**config.mk**
```make
export PLATFORM = sky130hd
export DESIGN_NAME = wb_initiator
export DESIGN_NICKNAME = d
export VERILOG_FILES = /design/src/rtl/gonso_wb_pkg.sv /design/src/rtl/wb_timeout_counter.sv /design/src/rtl/wb_initiator.sv
export SDC_FILE = /design/constraint.sdc
export NUM_CORES = 1
export LEC_CHECK = 0
export CAP_MARGIN = 20
export CORE_UTILIZATION = 38
export DETAILED_ROUTE_END_ITERATION = 12
export PLACE_DENSITY_LB_ADDON = 0.1
export SETUP_SLACK_MARGIN = 0.4
export SLEW_MARGIN = 20
export SYNTH_ARGS = -nofsm -noshare
export SYNTH_HDL_FRONTEND = slang
export SYNTH_SLANG_ARGS = --single-unit
```
**constraint.sdc**
```tcl
create_clock -name clk -period 1.8 [get_ports clk]
set_input_delay 0.27 -clock clk [delete_from_list [all_inputs] [get_ports clk]]
set_output_delay 0.27 -clock clk [all_outputs]
set_load 0.005 [all_outputs]
```
**src/rtl/gonso_wb_pkg.sv**
```systemverilog
// Shared definitions for the gonso Wishbone user-project bus: initiator FSM
// encoding and the responder's address map.
package gonso_wb_pkg;

    typedef enum logic [1:0] {
        IDLE = 2'd0,
        BUS  = 2'd1,
        RESP = 2'd2
    } wb_state_e;

    localparam logic [31:0] GONSO_REG_CTRL = 32'h3003_0004;
    localparam logic [31:0] GONSO_REG_STAT = 32'h3003_0008;
    localparam logic [31:0] GONSO_REG_DATA = 32'h3003_000c;

    // Address bit that selects the responder's memory window over its registers.
    localparam int GONSO_MEM_BIT = 12;

endpackage : gonso_wb_pkg

```
**src/rtl/wb_timeout_counter.sv**
```systemverilog
// Ack-wait counter: cleared before a bus cycle, counts while the cycle is
// open, flags expiry when the count reaches TIMEOUT-1.
module wb_timeout_counter #(
    parameter int TIMEOUT = 255,
    parameter int TWIDTH  = 16
) (
    input  logic clk,
    input  logic rst_n,
    input  logic clear,
    input  logic enable,
    output logic expired
);

    logic [TWIDTH-1:0] count_reg;

    always_ff @(posedge clk) begin
        if (!rst_n) begin
            count_reg <= '0;
        end else if (clear) begin
            count_reg <= '0;
        end else if (enable) begin
            count_reg <= count_reg + 1'b1;
        end
    end

    assign expired = (count_reg == TWIDTH'(TIMEOUT - 1));

endmodule : wb_timeout_counter

```
**src/rtl/wb_initiator.sv**
```systemverilog
// Single-outstanding Wishbone classic initiator: one command in, one bus
// cycle, one response out, with an ack timeout so a dead responder cannot hang.
module wb_initiator
    import gonso_wb_pkg::*;
#(
    parameter int TIMEOUT = 255,
    parameter int TWIDTH  = 16
) (
    input  logic        clk,
    input  logic        rst_n,
    input  logic        cmd_valid,
    output logic        cmd_ready,
    input  logic        cmd_we,
    input  logic [31:0] cmd_adr,
    input  logic [31:0] cmd_dat,
    input  logic [3:0]  cmd_sel,
    output logic        rsp_valid,
    input  logic        rsp_ready,
    output logic [31:0] rsp_dat,
    output logic        rsp_err,
    output logic        wbm_cyc_o,
    output logic        wbm_stb_o,
    output logic [31:0] wbm_adr_o,
    output logic        wbm_we_o,
    output logic [31:0] wbm_dat_o,
    output logic [3:0]  wbm_sel_o,
    input  logic [31:0] wbm_dat_i,
    input  logic        wbm_ack_i,
    output logic [7:0]  err_cnt,
    output logic        busy
);

    wb_state_e   state_reg, state_next;
    logic        req_reg, req_next;
    logic [31:0] adr_reg, adr_next;
    logic        we_reg, we_next;
    logic [31:0] dat_reg, dat_next;
    logic [3:0]  sel_reg, sel_next;
    logic        rsp_valid_reg, rsp_valid_next;
    logic        rsp_err_reg, rsp_err_next;
    logic [31:0] rsp_dat_reg, rsp_dat_next;
    logic [7:0]  err_cnt_reg, err_cnt_next;
    logic        tmo_expired;

    wb_timeout_counter #(
        .TIMEOUT (TIMEOUT),
        .TWIDTH  (TWIDTH)
    ) u_timeout (
        .clk     (clk),
        .rst_n   (rst_n),
        .clear   (state_reg == IDLE),
        .enable  (state_reg == BUS),
        .expired (tmo_expired)
    );

    always_comb begin
        state_next     = state_reg;
        req_next       = req_reg;
        adr_next       = adr_reg;
        we_next        = we_reg;
        dat_next       = dat_reg;
        sel_next       = sel_reg;
        rsp_valid_next = rsp_valid_reg;
        rsp_err_next   = rsp_err_reg;
        rsp_dat_next   = rsp_dat_reg;
        err_cnt_next   = err_cnt_reg;
        case (state_reg)
            IDLE: begin
                if (cmd_valid) begin
                    adr_next   = cmd_adr;
                    we_next    = cmd_we;
                    dat_next   = cmd_dat;
                    sel_next   = cmd_sel;
                    req_next   = 1'b1;
                    state_next = BUS;
                end
            end
            BUS: begin
                // Ack is checked first so a last-moment ack beats the timeout.
                if (wbm_ack_i) begin
                    req_next       = 1'b0;
                    rsp_dat_next   = we_reg ? 32'h0 : wbm_dat_i;
                    rsp_err_next   = 1'b0;
                    rsp_valid_next = 1'b1;
                    state_next     = RESP;
                end else if (tmo_expired) begin
                    req_next       = 1'b0;
                    rsp_dat_next   = 32'h0;
                    rsp_err_next   = 1'b1;
                    rsp_valid_next = 1'b1;
                    if (err_cnt_reg != 8'hFF) begin
                        err_cnt_next = err_cnt_reg + 8'd1;
                    end
                    state_next     = RESP;
                end
            end
            RESP: begin
                if (rsp_ready) begin
                    rsp_valid_next = 1'b0;
                    state_next     = IDLE;
                end
            end
            default: begin
                state_next = IDLE;
                req_next   = 1'b0;
            end
        endcase
    end

    always_ff @(posedge clk) begin
        if (!rst_n) begin
            state_reg     <= IDLE;
            req_reg       <= 1'b0;
            adr_reg       <= '0;
            we_reg        <= 1'b0;
            dat_reg       <= '0;
            sel_reg       <= '0;
            rsp_valid_reg <= 1'b0;
            rsp_err_reg   <= 1'b0;
            rsp_dat_reg   <= '0;
            err_cnt_reg   <= '0;
        end else begin
            state_reg     <= state_next;
            req_reg       <= req_next;
            adr_reg       <= adr_next;
            we_reg        <= we_next;
            dat_reg       <= dat_next;
            sel_reg       <= sel_next;
            rsp_valid_reg <= rsp_valid_next;
            rsp_err_reg   <= rsp_err_next;
            rsp_dat_reg   <= rsp_dat_next;
            err_cnt_reg   <= err_cnt_next;
        end
    end

    assign cmd_ready = (state_reg == IDLE);
    assign busy      = (state_reg != IDLE);
    assign wbm_cyc_o = req_reg;
    assign wbm_stb_o = req_reg;
    assign wbm_adr_o = adr_reg;
    assign wbm_we_o  = we_reg;
    assign wbm_dat_o = dat_reg;
    assign wbm_sel_o = sel_reg;
    assign rsp_valid = rsp_valid_reg;
    assign rsp_err   = rsp_err_reg;
    assign rsp_dat   = rsp_dat_reg;
    assign err_cnt   = err_cnt_reg;

endmodule : wb_initiator

```
Word level (Yosys, flattened, before mapping). Index checks and enable logic that the tools add are counted.

Register bits after elaboration: 130. Bits of input ports: 106. Output and inout port bits: 115. Word-level logic and storage cells: 51.

Add/subtract/negate cells: 2. Equal/unequal tests: 7. Muxes and demuxes: 17. Bitwise logic cells: 3. Reduce and logical (&&, ||, !) cells: 11.

Operator list (number): 2-to-1 mux 32 bit (3); adder 16 x 1 -> 16 bit (second input constant) (1); equality test 16 x 8 -> 1 bit (second input constant) (1); AND reduction 3 bit (3); adder 8 x 1 -> 8 bit (second input constant) (1); 2-to-1 mux 2 bit (4); != test 8 bit (second input constant) (1); 2-to-1 mux 1 bit (7); case mux 2 bit (3 select lines) (1); nonzero test 2 bit (3); != test 2 bit (second input constant) (2); AND reduction 2 bit (2); AND reduction 4 bit (1); != test 3 bit (second input constant) (1); NOT 1 bit (3); case mux 1 bit (3 select lines) (1); equality test 2 x 1 -> 1 bit (second input constant) (1); equality test 2 bit (second input constant) (1); logical NOT 2 bit (1); case mux 1 bit (2 select lines) (1); OR reduction 2 bit (1).

Longest topological paths before layout.
Depth after elaboration: 4. Gate-level depth with buffers: 7. Gate-level depth less buffers: 6.

Modules after synthesis. Synthesis repeated with hierarchy kept, for this count alone.

Cell total of the unflattened synthesis: 607. Area total of the unflattened synthesis: 4902.2 um^2.

Modules (own cells, without submodules): wb_initiator (instances 1, cells an instance 515, area an instance 4092.7 um^2, sequential area each 2282.2 um^2); wb_timeout_counter (instances 1, cells an instance 92, area an instance 809.5 um^2, sequential area each 320.3 um^2).

Least setup slack after synthesis. Ideal clock, no wire load.

Path type: register to register. Start point: reg err_cnt_reg[0], in the netlist err_cnt[0]. End point: reg err_cnt_reg[6], in the netlist err_cnt[6]. Setup time: 0.072 ns. Data arrival time: 1.628 ns. Data required time: 1.728 ns. Path slack: 0.100 ns. Stages on the path, launching flop included: 6. Buffers on the path: 0. Period minus slack after synthesis: 1.700 ns. Cell sequence: dfxtp_1 > ha_1 > nand2_1 > or4b_2 > nor3_1 > mux2i_1.

Word-level cells in the longest chain between the ends: 2. Elaborated cells on any way between the ends: 3. Classes of those cells: add/sub (1); eq/ne (1); reduce/logical (1).

Ends and longest elaborated chain: start: declaration (line wb_initiator.sv:42) `logic [7:0] err_cnt_reg, err_cnt_next;`; start signal: assignment (line wb_initiator.sv:132) `err_cnt_reg <= err_cnt_next;`; parallel branches: the longest is 2 deep, another holds adder 8 x 1 -> 8 bit.

Several ways; the timed one is not identified. A chain may end at the register's enable or synchronous reset.

Worst setup path in the final report.
Start point: reg err_cnt_reg[5], in the netlist err_cnt[5]. End point: reg err_cnt_reg[4], in the netlist err_cnt[4].

Word-level cells in the longest chain between the ends: 2.

Ends and longest elaborated chain: != test 8 bit (line wb_initiator.sv:91) `if (err_cnt_reg != 8'hFF) begin`; AND reduction 4 bit (no line).

Every way passes these cells.

==> impl_results.html <==
<table>
<tr><th>Metric</th><th>Value</th></tr>
<tr><th colspan="2">Timing</th></tr>
<tr><td>Final hold viol count</td><td>0</td></tr>
<tr><td>Clock skew after layout</td><td>6.09 ps</td></tr>
<tr><td>Number of endpoints failing setup at the final stage</td><td>0</td></tr>
<tr><td>Total count of max-transition violations in the final report</td><td>0</td></tr>
<tr><td>Fmax achieved</td><td>599 MHz</td></tr>
<tr><td>Max-slew headroom at the worst pin</td><td>65.3%</td></tr>
<tr><td>Shortest clock period the worst path allows after layout</td><td>1670 ps</td></tr>
<tr><td>Pin slew with the least headroom to its limit</td><td>519 ps</td></tr>
<tr><td>Worst Slack Setup Final</td><td>131 ps</td></tr>
<tr><td>RSZ-0062 raised after global routing</td><td>yes</td></tr>
<tr><td>Final cycle utilization of the critical path</td><td>92.7%</td></tr>
<tr><th colspan="2">Setup path</th></tr>
<tr><td>CP max stage cell</td><td>sky130_fd_sc_hd__or4_4</td></tr>
<tr><td>Destination of the worst register-to-register timing path</td><td>err_cnt[4]</td></tr>
<tr><td>Required time reported for the critical path endpoint</td><td>between 2000 and 2500 ps</td></tr>
<tr><td>Critical path cell sequence</td><td>and4_4 &gt; a2111o_1 &gt; or4_4 &gt; a21oi_2</td></tr>
<tr><td>Worst path max stage delay</td><td>500 ps</td></tr>
<tr><td>Startpoint-to-endpoint class of the critical path</td><td>flop to flop</td></tr>
<tr><td>Crit path buf inv count</td><td>0</td></tr>
<tr><td>Reg2reg start</td><td>err_cnt[5]</td></tr>
<tr><td>Setup crit start kind</td><td>flop</td></tr>
<tr><td>Total stage count of the critical path</td><td>4</td></tr>
<tr><td>Worst path top cell family by delay</td><td>simple AND/OR/NAND/NOR gates</td></tr>
<tr><td>Setup slack of the most critical reg-to-reg path</td><td>130 ps</td></tr>
<tr><td>Max FO, Critical Path</td><td>6</td></tr>
<tr><td>Category of the worst setup path capture point</td><td>flop</td></tr>
<tr><td>Data arrival time at the worst-slack endpoint</td><td>2020 ps</td></tr>
<tr><td>Path depth of the worst reg2reg path</td><td>4</td></tr>
<tr><th colspan="2">Routing</th></tr>
<tr><td>Vias</td><td>5040</td></tr>
<tr><td>Routed via count divided by cell count</td><td>a little under 5</td></tr>
<tr><td>DR pass1 iterations</td><td>4</td></tr>
<tr><td>Remaining number of nets flagged by the antenna check after routing</td><td>0</td></tr>
<tr><td>DR WL/cell</td><td>14.9 um</td></tr>
<tr><td>DRT iter0 DRCs</td><td>roughly 210</td></tr>
<tr><td>Post-detailed-route DRC marker count</td><td>0</td></tr>
<tr><td>Post-detailed-routing wire length</td><td>15.4 mm</td></tr>
<tr><th colspan="2">Pwr</th></tr>
<tr><td>Final Total Pwr</td><td>7.30 mW</td></tr>
<tr><td>Leakage power figure</td><td>approximately 3.6 nW</td></tr>
<tr><td>Power density cells</td><td>868 nW/um^2</td></tr>
<tr><td>VDD IR-drop max</td><td>0.000592 V</td></tr>
<tr><th colspan="2">Clock network</th></tr>
<tr><td>Cts-stage hold buffer count</td><td>0</td></tr>
<tr><td>H-tree lvl count</td><td>4</td></tr>
<tr><td>Sinks on Clock Net</td><td>130</td></tr>
<tr><td>Clock transition time at the flip-flop clock pins of the worst setup and hold paths</td><td>50 ps</td></tr>
<tr><td>Num CTS Buffers</td><td>17</td></tr>
<tr><td>Source-to-sink clock delay at the later pin of the worst-skew pair</td><td>410 ps</td></tr>
<tr><td>Number of buffers between clock root and the deepest sink</td><td>2</td></tr>
<tr><td>Clock tree from TritonCTS</td><td>built</td></tr>
<tr><td>Cell chosen for the clock root</td><td>sky130_fd_sc_hd__clkbuf_16</td></tr>
<tr><th colspan="2">Min path</th></tr>
<tr><td>Cell depth of the worst hold path</td><td>3</td></tr>
<tr><td>Launch point of the worst hold path</td><td>rst_n</td></tr>
<tr><td>Hold WC Path Type</td><td>primary input to flop</td></tr>
<tr><td>Endpoint of the worst hold path</td><td>err_cnt[7]</td></tr>
<tr><th colspan="2">Yosys</th></tr>
<tr><td>Register bit total from synthesis</td><td>130</td></tr>
<tr><td>Post-synth top flop</td><td>sky130_fd_sc_hd__dfxtp_1</td></tr>
<tr><td>Biggest area consumer among synthesized cells</td><td>sky130_fd_sc_hd__dfxtp_1</td></tr>
<tr><td>Number of distinct library cells after synthesis</td><td>43</td></tr>
<tr><td>Post-synth EDFFs</td><td>0</td></tr>
<tr><td>Synth async-reset ratio</td><td>0%</td></tr>
<tr><td>Commonest cells in the synthesized netlist</td><td>218 x sky130_fd_sc_hd__nand2_1, 130 x sky130_fd_sc_hd__dfxtp_1, 77 x sky130_fd_sc_hd__a21oi_1</td></tr>
<tr><td>Area share of the largest cell type after synthesis</td><td>51.1%</td></tr>
<tr><td>Cell count after synthesis</td><td>609</td></tr>
<tr><td>Yosys warnings</td><td>0</td></tr>
<tr><td>Mapped cell area</td><td>5090 sq um</td></tr>
<tr><td>Biggest area contributors in the synthesized netlist</td><td>sky130_fd_sc_hd__dfxtp_1 51%, sky130_fd_sc_hd__nand2_1 16%, sky130_fd_sc_hd__a21oi_1 7.6%</td></tr>
<tr><td>Post-synthesis sequential area ratio</td><td>51.1%</td></tr>
<tr><td>Top-count cell post-synth</td><td>sky130_fd_sc_hd__nand2_1</td></tr>
<tr><td>Number of nets produced by synthesis</td><td>718</td></tr>
<tr><td>Avg Inst Size Synth</td><td>8.36 sq um</td></tr>
<tr><th colspan="2">Global route</th></tr>
<tr><td>Wire length of the first global-routing pass</td><td>23.9 mm</td></tr>
<tr><td>Vias in the first global route</td><td>4932</td></tr>
<tr><td>Congestion Overflow GR</td><td>0</td></tr>
<tr><td>Largest net degree at the start of global routing</td><td>between 50 and 60</td></tr>
<tr><td>Total routing resource utilization after global routing</td><td>21.7%</td></tr>
<tr><td>Antenna violations before repair</td><td>0</td></tr>
<tr><th colspan="2">Cells and area</th></tr>
<tr><td>Final std cell area, no fill</td><td>8410 sq um</td></tr>
<tr><td>Diode count</td><td>0</td></tr>
<tr><td>Nets@finish</td><td>958</td></tr>
<tr><td>Share of layout cells above drive strength 1</td><td>14.5%</td></tr>
<tr><td>Area Growth Syn to Fin</td><td>65.3%</td></tr>
<tr><th colspan="2">Placement</th></tr>
<tr><td>HPWL reported at the end of detailed placement</td><td>10.4 mm</td></tr>
<tr><td>PortBufs</td><td>220</td></tr>
<tr><td>Placer Congestion</td><td>around 0.8</td></tr>
<tr><td>Placement Setup Slack</td><td>-32.5 ps</td></tr>
<tr><td>Standard cell area after detailed placement</td><td>7600 sq um</td></tr>
<tr><th colspan="2">Die</th></tr>
<tr><td>Chip Height</td><td>118 um</td></tr>
<tr><td># rows</td><td>41</td></tr>
<tr><td>Die Outline Area</td><td>13900 sq um</td></tr>
<tr><td>Total I/O pin count</td><td>221</td></tr>
<tr><td>Die span in x</td><td>118 um</td></tr>
<tr><td>Starting Density</td><td>between 30 and 40%</td></tr>
<tr><td>Core box area</td><td>12800 sq um</td></tr>
<tr><th colspan="2">Flow run</th></tr>
<tr><td>Max-cap viol count</td><td>0</td></tr>
<tr><th colspan="2">Outcome</th></tr>
<tr><td>Status</td><td>complete, no violations</td></tr>
</table>
==> how the worst max path moves through the flow <==
stage                                       from     endpoint  slack [ps]
after floorplan           u_timeout.count_reg[0]  rsp_dat[10]         250
after global placement                 wbm_ack_i   err_cnt[4]          50
after detailed placement               wbm_ack_i   err_cnt[5]         -30
after CTS                 u_timeout.count_reg[0]  rsp_dat[13]          90
after global routing      u_timeout.count_reg[0]   rsp_dat[2]          50
final                                 err_cnt[5]   err_cnt[4]         130
==> worst register-to-register path: stages, from the launching register on <==
cell                       delay, ps
sky130_fd_sc_hd__dfxtp_2         350
sky130_fd_sc_hd__and4_4          200
sky130_fd_sc_hd__a2111o_1        450
sky130_fd_sc_hd__or4_4           500
sky130_fd_sc_hd__a21oi_2         120
==> final cells by class <==
| type | instances | area (sq um) |
|---|---|---|
| clock buffer | 27 | 533 |
| clock inverter | 4 | 45.0 |
| fill | 1103 | 4410 |
| inverter | 9 | 36.3 |
| multi-input combinational | 430 | 2430 |
| sequential | 130 | 2640 |
| tap | 172 | 215 |
| timing repair buffer | 261 | 2510 |
==> where the power goes <==
group	total, mW	internal, mW	switching (mW)
logic	0.930	0.512	0.418
registers	3.06	3.00	0.0611
clock network	3.31	2.14	1.17
==> per-stage QoR <==
| step | TNS, ps | cells | utilization (%) | hold slack, ps |
|---|---|---|---|---|
| CTS | 0 | 1029 | 64.9 | 235 |
| global placement | 0 | 981 | 59.3 | 441 |
| detailed placement | -33.5 | 981 | 59.3 | 445 |
| floorplan | 0 | 609 | - | 406 |
| finish | 0 | 1033 | 65.6 | 260 |
| global route | 0 | 1033 | 65.6 | 282 |
==> cells by family after synthesis <==
logic type | after synthesis | share of synthesized area, %
AND/OR/NAND/NOR | 282 | 23.9
flip-flops | 130 | 51.1
AO/OA/AOI/OAI | 96 | 10.4
buffers and inverters | 49 | 4.40
multiplexers | 38 | 7.47
XOR/XNOR | 11 | 1.89
adder cells (fa/ha/maj) | 3 | 0.738
==> placed cells by master (no fill, tap or decap), types with 7 or more instances in the layout <==
cell and count:
sky130_fd_sc_hd__a21oi_1 75, sky130_fd_sc_hd__buf_4 23, sky130_fd_sc_hd__buf_6 10, sky130_fd_sc_hd__clkbuf_16 19
sky130_fd_sc_hd__clkbuf_8 7, sky130_fd_sc_hd__clkdlybuf4s50_1 104, sky130_fd_sc_hd__dfxtp_1 113, sky130_fd_sc_hd__dfxtp_2 11
sky130_fd_sc_hd__dlygate4sd2_1 111, sky130_fd_sc_hd__mux2i_1 38, sky130_fd_sc_hd__nand2_1 217, sky130_fd_sc_hd__nor2_1 15
sky130_fd_sc_hd__xor2_1 8
==> routing by layer <==
layer	vias to the layer above	track usage (%)	wire, um
li1	2489	-	-
met5	-	0	0
met4	0	9.54	410
met3	30	8.43	1100
met1	2362	23.4	6110
met2	159	37.5	7750
==> what timing repair did <==
item | in CTS | in global routing
resized for setup | 153 | 20
buffers inserted | 15 | 2
setup endpoints to repair | 244 | 96
gates cloned | 2 | 2
pin swaps | 17 | 6
Power figures use the tool's default switching activity.
==> variant 1: new RTL, same flow settings <==
Put one more register stage on the output `err_cnt`. The value now appears one clock later. The other outputs are not delayed to match.
--- a/src/rtl/wb_initiator.sv
+++ b/src/rtl/wb_initiator.sv
@@ -144,7 +144,9 @@
     assign rsp_valid = rsp_valid_reg;
     assign rsp_err   = rsp_err_reg;
     assign rsp_dat   = rsp_dat_reg;
-    assign err_cnt   = err_cnt_reg;
+    always_ff @(posedge clk) begin
+        err_cnt <= err_cnt_reg;
+    end
 
 endmodule : wb_initiator
 
Check against the original RTL: no difference found for any inputs over 4 cycles, from zero or initial values and one cycle with rst_n low; that may be too few to reach the edited logic, so the function may still have changed.
==> variant 1 against the original RTL <==
Total power is 18% higher. Area after synthesis increased by 3.0%. Cell count rose by 7.1%. Combinational power is 80% higher. Via count is 12% higher. Setup slack got worse by 0.13 ns. Clock power increased by 10%. Maximum frequency down 7.0%. First-iteration DRC count is 27% higher. Routed wire length rose by 34%. Sequential cell count increased by 8. Cell area grew 25%. Highest routed layer unchanged.
==> variant 1: results (changes against the original RTL) <==
stage,metric,value,unit,change
grt,total track usage,0.273,,+0.0564
min_path,min-delay src,err_cnt_reg[1]$_SDFFE_PN0P_,,
grt,met1 Track Usage GR,0.305,,+0.0710
worst_setup_path,CP arrival,2.15,ns,+0.13 ns
detailed_routing,Iter 0 DRT Violations,269,,+27%
final_layout,nets@finish,1026,,+7.1%
place,DP HPWL,10500,um,+1.1%
synth,"Seq/Total Area, Yosys",0.527,,+0.0157
worst_setup_path,reg-to-reg setup timing slack,0.004,ns,-0.13 ns
worst_setup_path,Crit path largest cell delay,0.47,ns,-0.03 ns
run_status,status,"finished, final reports clean",,
grt,global-route wire length before repair,30000,um,+26%
place,Placement Cell Area,0.00785,mm2,+3.2%
grt,vias in the first global route,5799,,+18%
power_and_ir_drop,static leakage,4.62,nW,+27%
synth,ranking of synthesized cells by area,"dfxtp_1 53%, nand2_1 16%, a21oi_1 7.5%",,
detailed_routing,Vias,5669,,+12%
final_layout,final instance area,0.0105,mm2,+25%
sta,Hold WS,0.393,ns,+0.133 ns
final_layout,filler instances,877,,-20%
power_and_ir_drop,Worst IR Drop VDD,0.000586,V,-0.98%
worst_setup_path,R2R Path End,err_cnt_reg[7]$_SDFFE_PN0P_,,
worst_setup_path,worst reg2reg startpoint,u_timeout.count_reg[0]$_SDFFE_PP0N_,,
final_layout,ratio of cells with drive above 1 in the final layout,0.361,,+0.216
synth,average cell area after synthesis,8.47,um2,+1.3%
cts,"Reg clk slew, reported paths",0.06,ns,
detailed_routing,total wire length after detailed routing,20500,um,+34%
place,DP Cell Count,1006,,+2.5%
grt,GR Util met3,0.0872,,+0.00286
place,Place WS,-0.0754,ns,-0.0430 ns
grt,largest net degree at the start of global routing,38,,-32%
grt,grt met2 use,0.476,,+0.101
worst_setup_path,Reg2Reg Depth,7,,+3
place,RD Place Congestion,0.808,,+1.4%
min_path,hold endpoint,err_cnt[1]$_DFF_P_,,
min_path,hold depth,0,,-3
min_path,Worst Hold Class,flip-flop to flip-flop,,
worst_setup_path,worst-path maximum fanout,5,,-1
sta,worst slew pin tran,0.437,ns,-0.0820 ns
synth,most instantiated cells after synthesis,"217 x nand2_1, 138 x dfxtp_1, 79 x a21oi_1, 35 x mux2i_1, 31 x clkbuf_1",,
synth,distinct cell type count after synthesis,47,,+9.3%
sta,Setup Skew,0.00694,ns,+0.000851 ns
synth,post-synth net total,728,,+1.4%
==> variant 1: cell types whose count changed after synthesis, sizes merged, moves of 4 or more <==
cell	before	now
inv	9	5
o31ai	1	6
clkbuf	23	31
buf	17	10
or4	1	6
and3	1	5
dfxtp	130	138
==> variant 1: cells by family after synthesis <==
logic type,synth area share
AO/OA/AOI/OAI,0.110
XOR/XNOR,0.0150
adder cells (fa/ha/maj),0.00716
buffers and inverters,0.0413
flip-flops,0.527
multiplexers,0.0668
AND/OR/NAND/NOR,0.233
==> variant 1: layer usage <==
layer	vias to the layer above	wire (um)
met5	-	0
met4	0	595
met3	50	1340
met2	222	10600
met1	2726	8010
li1	2671	-
==> variant 1: worst max path at each step <==
stage	slack [ns]	cells after the start	endpoint
finish	0.004	7	err_cnt_reg[7]$_SDFFE_PN0P_
global route	-0.09	7	err_cnt_reg[5]$_SDFFE_PN0P_
CTS	0.03	7	err_cnt_reg[5]$_SDFFE_PN0P_
detailed placement	-0.08	6	err_cnt_reg[4]$_SDFFE_PN0P_
global placement	0.04	6	err_cnt_reg[4]$_SDFFE_PN0P_
floorplan	0.16	7	err_cnt_reg[5]$_SDFFE_PN0P_
==> variant 1: layout make-up <==
| class | count | area share |
|---|---|---|
| Tap cell | 176 | 0.0210 |
| Clock inverter | 12 | 0.0164 |
| Multi-Input combinational cell | 434 | 0.312 |
| Sequential cell | 138 | 0.265 |
| Inverter | 6 | 0.00214 |
| Timing Repair Buffer | 320 | 0.342 |
| Clock buffer | 20 | 0.0416 |
==> variant 1: power breakdown <==
group	leakage, nW	switching, mW	total [mW]	internal, mW
clock network	0.294	1.32	3.64	2.31
logic	3.19	0.721	1.67	0.953
registers	1.13	0.102	3.28	3.18
==> variant 1: repair_timing <==
action | CTS | global route
pin swaps | 96 | 74
buffers inserted | 39 | 6
gates cloned | 19 | 4
resized for setup | 292 | 149
endpoints found under the setup margin | 235 | 129
==> variant 2: new RTL, same settings <==
Without the edit above. `TWIDTH` is set to 16 in 2 places; all go to 24.
--- a/src/rtl/wb_timeout_counter.sv
+++ b/src/rtl/wb_timeout_counter.sv
@@ -2,7 +2,7 @@
 // open, flags expiry when the count reaches TIMEOUT-1.
 module wb_timeout_counter #(
     parameter int TIMEOUT = 255,
-    parameter int TWIDTH  = 16
+    parameter int TWIDTH  = 24
 ) (
     input  logic clk,
     input  logic rst_n,
--- a/src/rtl/wb_initiator.sv
+++ b/src/rtl/wb_initiator.sv
@@ -4,7 +4,7 @@
     import gonso_wb_pkg::*;
 #(
     parameter int TIMEOUT = 255,
-    parameter int TWIDTH  = 16
+    parameter int TWIDTH  = 24
 ) (
     input  logic        clk,
     input  logic        rst_n,
Function: same outputs for any inputs over 10 cycles, from zero or initial values and one cycle with rst_n low; that may be too few to reach the edited logic, so the function may still have changed.
==> variant 2 against the original RTL <==
The run now ends with setup timing left. Cell area increased by 20%. Critical path type unchanged. Routed wire length increased by 28%. Area after synthesis increased by 4.0%. Sequential cell count increased by 8. Highest routed layer unchanged. Clock skew increased by 0.0018 ns. Total power increased by 12%. Setup slack got worse by 0.29 ns. Largest power group unchanged. Combinational power increased by 44%. Global-route usage increased by 1.2 points.
==> variant 2: results (changes against the original RTL) <==
stage,metric,value,unit,change
run_status,status,"finished, violations left",,
run_status,failing checks,setup timing,,
sta,PnR worst setup slack,-0.161,ns,-0.292 ns
detailed_routing,total wire length after detailed routing,19600,um,+28%
cts,number of buffers created by CTS,17,,unchanged
worst_setup_path,Reg2Reg Depth,6,,+2
cts,htree depth,4,,unchanged
cts,CTS Buffer Depth,2,,unchanged
place,Place WS,-0.234,ns,-0.201 ns
cts,Clock Latency Late Sink,0.42,ns,
detailed_routing,Iter 0 DRT Violations,251,,+18%
grt,global-route wire length before repair,26200,um,+9.6%
synth,Ys Warns,0,,unchanged
grt,antenna violations before repair,0,,unchanged
synth,distinct cell type count after synthesis,41,,-4.7%
synth,ranking of synthesized cells by area,"dfxtp_1 52%, nand2_1 13%, a21oi_1 11%",,
min_path,hold endpoint,rsp_dat[8]$_SDFFE_PN0P_,,
synth,most instantiated cells after synthesis,"188 x nand2_1, 138 x dfxtp_1, 113 x a21oi_1, 41 x o21ai_0, 35 x clkbuf_1",,
place,RD Place Congestion,0.840,,+5.4%
place,DP HPWL,11200,um,+7.9%
place,IO Port Bufs,220,,unchanged
detailed_routing,Routed wire per std cell,17.2,um,+15%
detailed_routing,Pre-Repair DR Iteration Count,4,,unchanged
sta,worst slew pin tran,0.463,ns,-0.0557 ns
cts,"Reg clk slew, reported paths",0.06,ns,
sta,setup TNS,-3.57,ns,-3.57 ns
worst_setup_path,worst-path maximum fanout,3,,-3
grt,largest net degree at the start of global routing,57,,+1.8%
worst_setup_path,R2R Path End,err_cnt[5]$_SDFFE_PN0P_,,
synth,ys flop type,dfxtp_1,,
min_path,hold depth,3,,unchanged
sta,Setup Skew,0.00789,ns,+0.00180 ns
synth,#FFs+latches synth,138,,+6.2%
final_layout,ratio of cells with drive above 1 in the final layout,0.314,,+0.169
power_and_ir_drop,static leakage,4.54,nW,+25%
place,DP Cell Count,1074,,+9.5%
synth,average cell area after synthesis,8.04,um2,-3.8%
min_path,min-delay src,wbm_dat_i[8],,
synth,post-synth net total,767,,+6.8%
grt,total track usage,0.229,,+0.0119
detailed_routing,drt via density,5.14,,+5.4%
synth,share of flip-flops with an asynchronous set or reset,0,,unchanged
synth,"Seq/Total Area, Yosys",0.522,,+0.0107
grt,vias in the first global route,5537,,+12%
power_and_ir_drop,Worst IR Drop VDD,0.000653,V,+10%
place,Placement Cell Area,0.00819,mm2,+7.8%
sta,Slew Limit Fails,0,,unchanged
min_path,Worst Hold Class,input pin to flip-flop,,
worst_setup_path,worst setup path start,state_reg[1]$_SDFFE_PN0P_,,
final_layout,n_diodes,0,,unchanged
cts,Clock Tree Root,clkbuf_16,,
sta,final setup fails,43,,+43
==> variant 2: changes by cell type after synthesis, sizes merged, moves of 4 or more <==
cell and delta:
mux2i -36, a21oi +35, o21ai +33, nand2 -30
nor2 +13, clkbuf +12, buf -9, dfxtp +8
xnor2 +8, nor4 +6, nand3 +5, or3 +4
==> variant 2: kinds of logic (layout without fill, tap and decap cells) <==
kind of cell	after synthesis	in the layout	share of synthesized area
fa+ha+maj	3	3	0.00709
xor+xnor	19	19	0.0314
flops	138	138	0.522
compound gates	161	161	0.157
buf+inv	53	363	0.0402
simple gates	282	283	0.239
mux	2	2	0.00378
==> variant 2: metrics by stage <==
stage          hold slack (ns)  power (mW)
2_1_floorplan            0.406        3.68
3_3_place_gp             0.441        4.30
3_5_place_dp             0.446        4.32
4_1_cts                  0.381        7.75
5_1_grt                  0.398        8.43
6_report                 0.398        8.16
==> variant 2: how the worst max path moves through the flow <==
stage                                         end  slack (ns)  cells past startpoint
after floorplan           err_cnt[7]$_SDFFE_PN0P_        -0.1                      6
after global placement    err_cnt[7]$_SDFFE_PN0P_       -0.21                      5
after detailed placement  err_cnt[5]$_SDFFE_PN0P_       -0.23                      5
after CTS                 err_cnt[5]$_SDFFE_PN0P_       -0.11                      6
after global routing      err_cnt[5]$_SDFFE_PN0P_       -0.22                      6
final                     err_cnt[5]$_SDFFE_PN0P_       -0.16                      6
==> variant 2: layer usage <==
metal | vias up | GRT usage | share of wire
li1 | 2810 | - | -
met1 | 2813 | 0.257 | 0.41
met2 | 225 | 0.391 | 0.49
met3 | 41 | 0.0765 | 0.073
met4 | 0 | 0.103 | 0.026
met5 | - | 0 | 0
==> variant 2: repair_timing <==
action | in CTS | in global routing
endpoints found under the setup margin | 251 | 120
resized for setup | 193 | 216
buffers inserted | 9 | 13
cloned | 1 | 16
hold buffers | 0 | 0
pin swaps | 22 | 79
==> variant 2: critical path, stage by stage (launching register included) <==
cell     delay [ns]
dfxtp_2        0.33
buf_8          0.12
nor4b_4        0.26
nand4_1        0.15
or3_1          0.39
or4_1          0.50
a21oi_1        0.14
==> variant 2: layout make-up <==
type	instances	area [um2]
sequential	138	2800
inverter	10	37.5
timing repair buffer	321	3270
clock buffer	24	472
clock inverter	8	118
fill	959	3270
tap	176	220
multi-input combinational	468	3210
==> variant 2: report_power, final <==
part	internal (mW)	switching, mW
combinational	0.722	0.622
sequential	3.19	0.104
clock	2.24	1.28
total	6.16	2.01
